--- config.mk ---
export PLATFORM = sky130hd
export DESIGN_NAME = char_tx_arbiter_flat
export DESIGN_NICKNAME = d
export VERILOG_FILES = /design/src/rtl/char_tx_arbiter_if.sv /design/src/rtl/char_tx_arbiter.sv /design/src/flat_wrapper.sv
export SDC_FILE = /design/constraint.sdc
export NUM_CORES = 1
export LEC_CHECK = 0
export ABC_AREA = 1
export CAP_MARGIN = 5
export CORE_ASPECT_RATIO = 0.8
export CORE_MARGIN = 1.5
export CORE_UTILIZATION = 30
export CTS_CLUSTER_DIAMETER = 40
export DETAILED_ROUTE_END_ITERATION = 8
export DONT_BUFFER_PORTS = 1
export RECOVER_POWER = 25
export SYNTH_ARGS = -nofsm -noshare
export SYNTH_HDL_FRONTEND = slang
export SYNTH_SLANG_ARGS = --single-unit
--- constraint.sdc ---
create_clock -name cclk -period 1.4 [get_ports cclk]
set_input_delay 0.28 -clock cclk [delete_from_list [all_inputs] [get_ports cclk]]
set_output_delay 0.28 -clock cclk [all_outputs]
set_load 0.02 [all_outputs]
--- src/rtl/char_tx_arbiter_if.sv ---
// Handshake and serial-line bundle for char_tx_arbiter.
// Two requester valid/ready/char channels plus line and status outputs.
//
// Signals:
//   req0Valid/req0Char/req0Ready : keyboard requester channel
//   req1Valid/req1Char/req1Ready : Morse decoder requester channel
//   txBit      : serial line into CharReceiver, idles high
//   busy       : arbiter is not idle
//   lastGrant  : index of the most recently accepted requester
//   frameCount : completed frames, wraps at 256
interface char_tx_arbiter_if;
    logic       req0Valid;
    logic [7:0] req0Char;
    logic       req0Ready;
    logic       req1Valid;
    logic [7:0] req1Char;
    logic       req1Ready;
    logic       txBit;
    logic       busy;
    logic       lastGrant;
    logic [7:0] frameCount;

    // Arbiter side.
    modport slave (
        input  req0Valid,
        input  req0Char,
        input  req1Valid,
        input  req1Char,
        output req0Ready,
        output req1Ready,
        output txBit,
        output busy,
        output lastGrant,
        output frameCount
    );

    // Requester / observer side.
    modport master (
        output req0Valid,
        output req0Char,
        output req1Valid,
        output req1Char,
        input  req0Ready,
        input  req1Ready,
        input  txBit,
        input  busy,
        input  lastGrant,
        input  frameCount
    );
endinterface

--- src/rtl/char_tx_arbiter.sv ---
// Round-robin arbiter serializing one 8-bit character per frame
// (start 0, 8 data bits LSB first, stop 1) followed by an idle gap.
//
// Ports:
//   cclk : clock, rising edge
//   rstb : asynchronous active-low reset
//   bus  : char_tx_arbiter_if.slave (requesters, txBit, status)
// Parameters:
//   BIT_CYCLES : clocks each frame bit is held (>= 1)
//   GAP_CYCLES : idle-high clocks after the stop bit (>= 0)
module char_tx_arbiter #(
    parameter int unsigned BIT_CYCLES = 1,
    parameter int unsigned GAP_CYCLES = 16
) (
    input  logic             cclk,
    input  logic             rstb,
    char_tx_arbiter_if.slave bus
);

    localparam int BW = $clog2(BIT_CYCLES) + 1;
    localparam int GW = $clog2(GAP_CYCLES + 1) + 1;

    localparam logic [BW-1:0] BIT_LAST = BW'(BIT_CYCLES - 1);
    localparam logic [GW-1:0] GAP_LAST =
        (GAP_CYCLES == 0) ? '0 : GW'(GAP_CYCLES - 1);

    typedef enum logic [2:0] {
        S_IDLE,
        S_START,
        S_DATA,
        S_STOP,
        S_GAP
    } state_t;

    state_t        state_q, state_d;
    logic [7:0]    shift_q, shift_d;
    logic [2:0]    idx_q,   idx_d;
    logic [BW-1:0] bcnt_q,  bcnt_d;
    logic [GW-1:0] gcnt_q,  gcnt_d;
    logic          tx_q,    tx_d;
    logic          lg_q,    lg_d;
    logic [7:0]    fc_q,    fc_d;

    logic grant_vld;
    logic grant_idx;
    logic idle;
    logic bit_done;

    assign idle     = (state_q == S_IDLE);
    assign bit_done = (bcnt_q == BIT_LAST);

    // Round-robin: on contention the requester not served last wins.
    always_comb begin
        grant_vld = 1'b0;
        grant_idx = 1'b0;
        unique case (1'b1)
            (bus.req0Valid && bus.req1Valid): begin
                grant_vld = 1'b1;
                grant_idx = ~lg_q;
            end
            (bus.req0Valid && !bus.req1Valid): begin
                grant_vld = 1'b1;
                grant_idx = 1'b0;
            end
            (!bus.req0Valid && bus.req1Valid): begin
                grant_vld = 1'b1;
                grant_idx = 1'b1;
            end
            default: begin
                grant_vld = 1'b0;
                grant_idx = 1'b0;
            end
        endcase
    end

    // rstb gates ready so no handshake is offered while reset is held.
    assign bus.req0Ready = rstb && idle && grant_vld && !grant_idx;
    assign bus.req1Ready = rstb && idle && grant_vld && grant_idx;

    always_comb begin
        state_d = state_q;
        shift_d = shift_q;
        idx_d   = idx_q;
        bcnt_d  = bcnt_q;
        gcnt_d  = gcnt_q;
        lg_d    = lg_q;
        fc_d    = fc_q;
        tx_d    = 1'b1;

        unique case (state_q)
            S_IDLE: begin
                if (grant_vld) begin
                    shift_d = grant_idx ? bus.req1Char : bus.req0Char;
                    lg_d    = grant_idx;
                    bcnt_d  = '0;
                    state_d = S_START;
                end
            end
            S_START: begin
                if (bit_done) begin
                    bcnt_d  = '0;
                    idx_d   = 3'd0;
                    state_d = S_DATA;
                end else begin
                    bcnt_d = bcnt_q + BW'(1);
                end
            end
            S_DATA: begin
                if (bit_done) begin
                    bcnt_d = '0;
                    if (idx_q == 3'd7) begin
                        state_d = S_STOP;
                    end else begin
                        idx_d = idx_q + 3'd1;
                    end
                end else begin
                    bcnt_d = bcnt_q + BW'(1);
                end
            end
            S_STOP: begin
                if (bit_done) begin
                    bcnt_d = '0;
                    fc_d   = fc_q + 8'd1;
                    gcnt_d = '0;
                    if (GAP_CYCLES == 0) begin
                        state_d = S_IDLE;
                    end else begin
                        state_d = S_GAP;
                    end
                end else begin
                    bcnt_d = bcnt_q + BW'(1);
                end
            end
            S_GAP: begin
                if (gcnt_q == GAP_LAST) begin
                    gcnt_d  = '0;
                    state_d = S_IDLE;
                end else begin
                    gcnt_d = gcnt_q + GW'(1);
                end
            end
            default: begin
                state_d = S_IDLE;
            end
        endcase

        // Line level is registered: derive it from where we are heading.
        unique case (state_d)
            S_START: tx_d = 1'b0;
            S_DATA:  tx_d = shift_d[idx_d];
            default: tx_d = 1'b1;
        endcase
    end

    always_ff @(posedge cclk or negedge rstb) begin
        if (!rstb) begin
            state_q <= S_IDLE;
            shift_q <= '0;
            idx_q   <= '0;
            bcnt_q  <= '0;
            gcnt_q  <= '0;
            tx_q    <= 1'b1;
            lg_q    <= 1'b1;
            fc_q    <= '0;
        end else begin
            state_q <= state_d;
            shift_q <= shift_d;
            idx_q   <= idx_d;
            bcnt_q  <= bcnt_d;
            gcnt_q  <= gcnt_d;
            tx_q    <= tx_d;
            lg_q    <= lg_d;
            fc_q    <= fc_d;
        end
    end

    assign bus.txBit      = tx_q;
    assign bus.busy       = !idle;
    assign bus.lastGrant  = lg_q;
    assign bus.frameCount = fc_q;

endmodule

--- src/flat_wrapper.sv ---
// flat-port wrapper written by rule: the top's interface ports become plain ports
module char_tx_arbiter_flat 
#(
    parameter int unsigned BIT_CYCLES = 1,
    parameter int unsigned GAP_CYCLES = 16
)
  (cclk, rstb, bus_req0Valid, bus_req0Char, bus_req1Valid, bus_req1Char, bus_req0Ready, bus_req1Ready, bus_txBit, bus_busy, bus_lastGrant, bus_frameCount);
  char_tx_arbiter_if bus_i ();
  input  logic cclk;
  input  logic rstb;
  input wire logic [$bits(bus_i.req0Valid)-1:0] bus_req0Valid;
  input wire logic [$bits(bus_i.req0Char)-1:0] bus_req0Char;
  input wire logic [$bits(bus_i.req1Valid)-1:0] bus_req1Valid;
  input wire logic [$bits(bus_i.req1Char)-1:0] bus_req1Char;
  output wire logic [$bits(bus_i.req0Ready)-1:0] bus_req0Ready;
  output wire logic [$bits(bus_i.req1Ready)-1:0] bus_req1Ready;
  output wire logic [$bits(bus_i.txBit)-1:0] bus_txBit;
  output wire logic [$bits(bus_i.busy)-1:0] bus_busy;
  output wire logic [$bits(bus_i.lastGrant)-1:0] bus_lastGrant;
  output wire logic [$bits(bus_i.frameCount)-1:0] bus_frameCount;
  assign bus_i.req0Valid = bus_req0Valid;
  assign bus_i.req0Char = bus_req0Char;
  assign bus_i.req1Valid = bus_req1Valid;
  assign bus_i.req1Char = bus_req1Char;
  assign bus_req0Ready = bus_i.req0Ready;
  assign bus_req1Ready = bus_i.req1Ready;
  assign bus_txBit = bus_i.txBit;
  assign bus_busy = bus_i.busy;
  assign bus_lastGrant = bus_i.lastGrant;
  assign bus_frameCount = bus_i.frameCount;
  char_tx_arbiter #(.BIT_CYCLES(BIT_CYCLES), .GAP_CYCLES(GAP_CYCLES)) u_core (.cclk(cclk), .rstb(rstb), .bus(bus_i));
endmodule
==> flow_summary.toml <==
[run_status]
status = "finished with violations"
violations = "negative setup slack"

[layout]
synthToLayoutAreaGrowth_pct = 47.5
fin_util = 0.474
fin_nets = 284
diodes = 0
post_route_cells_drive_above_1_share = 0.431

[cts]
cts_root_buf = "clkbuf_8"
clkLatencyLatePin_ns = 0.28
cts_sinks = 30
clk_pin_slew_worst_paths_ns = 0.07
cts_buffer_depth = 2
cts_tree = "yes"
htree_num_levels = 2
cts-buffers-inserted = 5

[power]
leakage_nw = 1.24
irDropWorstVdd_uv = 869
power_density_mw_per_mm2 = 2080

[place]
gp_congestion = 0.829
dp_hpwl_mm = 2.70
io_buffers = 0

[drt]
first_pass_iters = 5
avgViaCountPerCell = 4.72
drc = 0
drtAntennaViolNets = 0
totalWireLength_mm = 4.25
drt_iter0_drc = 93
routedWlPerCell_um = 13.1
vias = 1528

[timing]
min_period_ns = 1.64
maxSlewHeadroom = 0.478
worst_hold_slack_ns = 0.245
rsz0062_at_grt = "yes"
setup_ws_ns = -0.243
setup_violations = 14
slew_violations = 0
max_freq_ghz = 0.609
finalClockSkew_ns = 0.0102
period_share = 1.17
final-hold-violation-count = 0
tightest_slew_ns = 0.783

[critical_path]
required_ns = 1.12
cp_max_fo = 3
max_stage_delay_ns = 0.42
crit_start = "u_core.state_q[0]"
r2r_start = "u_core.state_q[0]"
critPathKind = "flop to output port"
cp_top_family = "simple AND/OR/NAND/NOR gates"
arrival_ns = 1.36
setup.worst_path.end_class = "output port"
cp_num_buf_inv = 1
crit_path_start_kind = "flop"
crit_chain = "nor2_4 > buf_6 > nand3b_4 > nor3_4"
slowest_stage = "dfrtp_1"

[synth]
ys_ff_latch = 30
syn_nets = 229
yosysTopAreaCellShare = 0.423
synthFlopType = "dfrtp_1"
async_flop_share = 1.00
synthCells = 206
yosysMostFrequentCell = "nand2_1"
synth_edf_count = 0
syn_area_per_cell_um2 = 8.04
synth_top_area_cell = "dfrtp_1"
synth.area.top_cells = "dfrtp_1 (42%), nand2_1 (14%), nand3_1 (8.2%), inv_1 (7.7%), dfstp_2 (3.2%)"
synth.cell_area_mm2 = 0.00166
seq_area_frac_synth = 0.455
synth_commonest_cells = "nand2_1 (60), inv_1 (34), dfrtp_1 (28)"
ys.warnings.count = 0
ys_types = 27

[grt]
grt_pass1_vias = 1576
antenna_found_initial = 1
grt_pass1_wl_mm = 6.93
grt_max_degree = 31
grt_overflow = 0
grt_use_total = 0.151

[hold_path]
hold_class = "primary input to flop"
hold_start = "bus_req0Char[1]"

[floorplan]
core_area_mm2 = 0.00515
die_area_mm2 = 0.00598
die_h_um = 69.4
ios = 33
start_util = 0.321
placementRows = 23
die_width_um = 86.1

[job]
cap_violations = 0
-- where the power goes --
part           switching (mW)  internal [mW]
sequential              0.237           1.20
combinational            1.57           1.36
clock                   0.331          0.396
total                    2.14           2.95
-- worst register-to-register path: stages (launching register included) --
cell      delay (ns)
dfrtp_1         0.40
buf_4           0.14
buf_6           0.10
inv_1           0.05
nor2_4          0.12
clkinv_4        0.12
nor2_4          0.11
nand3_2         0.08
nor2_2          0.11
nand2_2         0.07
xnor2_2         0.13
-- repair_timing --
action                                  in CTS  in global routing
hold buffers                                 2                  0
buffers inserted                            15                  2
resized for setup                           23                 30
pin swaps                                    9                 10
endpoints found under the hold margin       30                  0
endpoints found under the setup margin      11                 24
-- layout by cell type (no fill, tap or decap), types with 2 or more instances in the layout --
cell,n
buf_4,41
a21oi_2,2
inv_1,30
nand2_1,53
nor2_2,4
buf_6,4
o21ai_0,2
dfstp_2,2
dfrtp_1,27
buf_8,2
nor3_4,2
inv_4,3
nand2_4,4
nand2_8,2
xor2_1,6
nand3b_1,3
clkbuf_8,6
nand3_1,17
nand3_2,12
ha_1,3
nor3_1,2
nor2_4,6
nor2_1,2
inv_2,4
nand2_2,5
o21ai_2,2
-- registers in the layout, indices dropped and copies added (netlist names) --
name	cells
u_core.shift_q	8
u_core.bus.frameCount	8
u_core.idx_q	3
u_core.bus.lastGrant	1
u_core.bus.txBit	1
u_core.state_q	3
u_core.gcnt_q	6
-- metal layers --
| layer | routed length [um] | global-route usage | vias to the layer above |
|---|---|---|---|
| met4 | 53 | 0.0573 | 0 |
| met3 | 310 | 0.0464 | 5 |
| met2 | 1910 | 0.224 | 55 |
| met5 | 0 | 0 | - |
| li1 | - | - | 763 |
| met1 | 1970 | 0.204 | 705 |
-- cell type report --
type | count | area (um2)
fillers | 472 | 2710
multi-input cells | 137 | 966
flip-flops and latches | 30 | 754
repair buffers | 49 | 398
inverters | 38 | 155
clock buffers | 7 | 86.3
well taps | 62 | 77.6
clock inverters | 1 | 5.00
-- logic make-up after synthesis --
kind of cell             synth area share
AND/OR/NAND/NOR                     0.360
buffers and inverters              0.0930
XOR/XNOR                           0.0370
flip-flops                          0.455
AO/OA/AOI/OAI                      0.0325
adder cells (fa/ha/maj)            0.0227
-- worst paths after layout --
kind	to	slack, ns	depth (start not counted)
max in group asynchronous	u_core.state_q[1]	0.23	2
max	bus_req0Ready	-0.24	4
min in group asynchronous	u_core.bus.frameCount[3]	0.63	2
min	u_core.shift_q[1]	0.24	4
min reg2reg	u_core.shift_q[5]	0.48	2
max reg2reg	u_core.bus.frameCount[7]	-0.17	10
-- stage by stage --
step           total power, mW  instance area [um2]  setup TNS [ns]  std cells  setup slack (ns)
2_1_floorplan             2.81                 1700         -0.0439        206           -0.0290
3_3_place_gp              3.56                 1990          -0.336        297            -0.110
3_5_place_dp              3.59                 1990          -0.422        297            -0.122
4_1_cts                   4.84                 2310           -1.28        322            -0.261
5_1_grt                   5.51                 2440           -2.81        324            -0.311
6_report                  5.09                 2440           -1.52        324            -0.243
(Power assumes the default switching activity.)
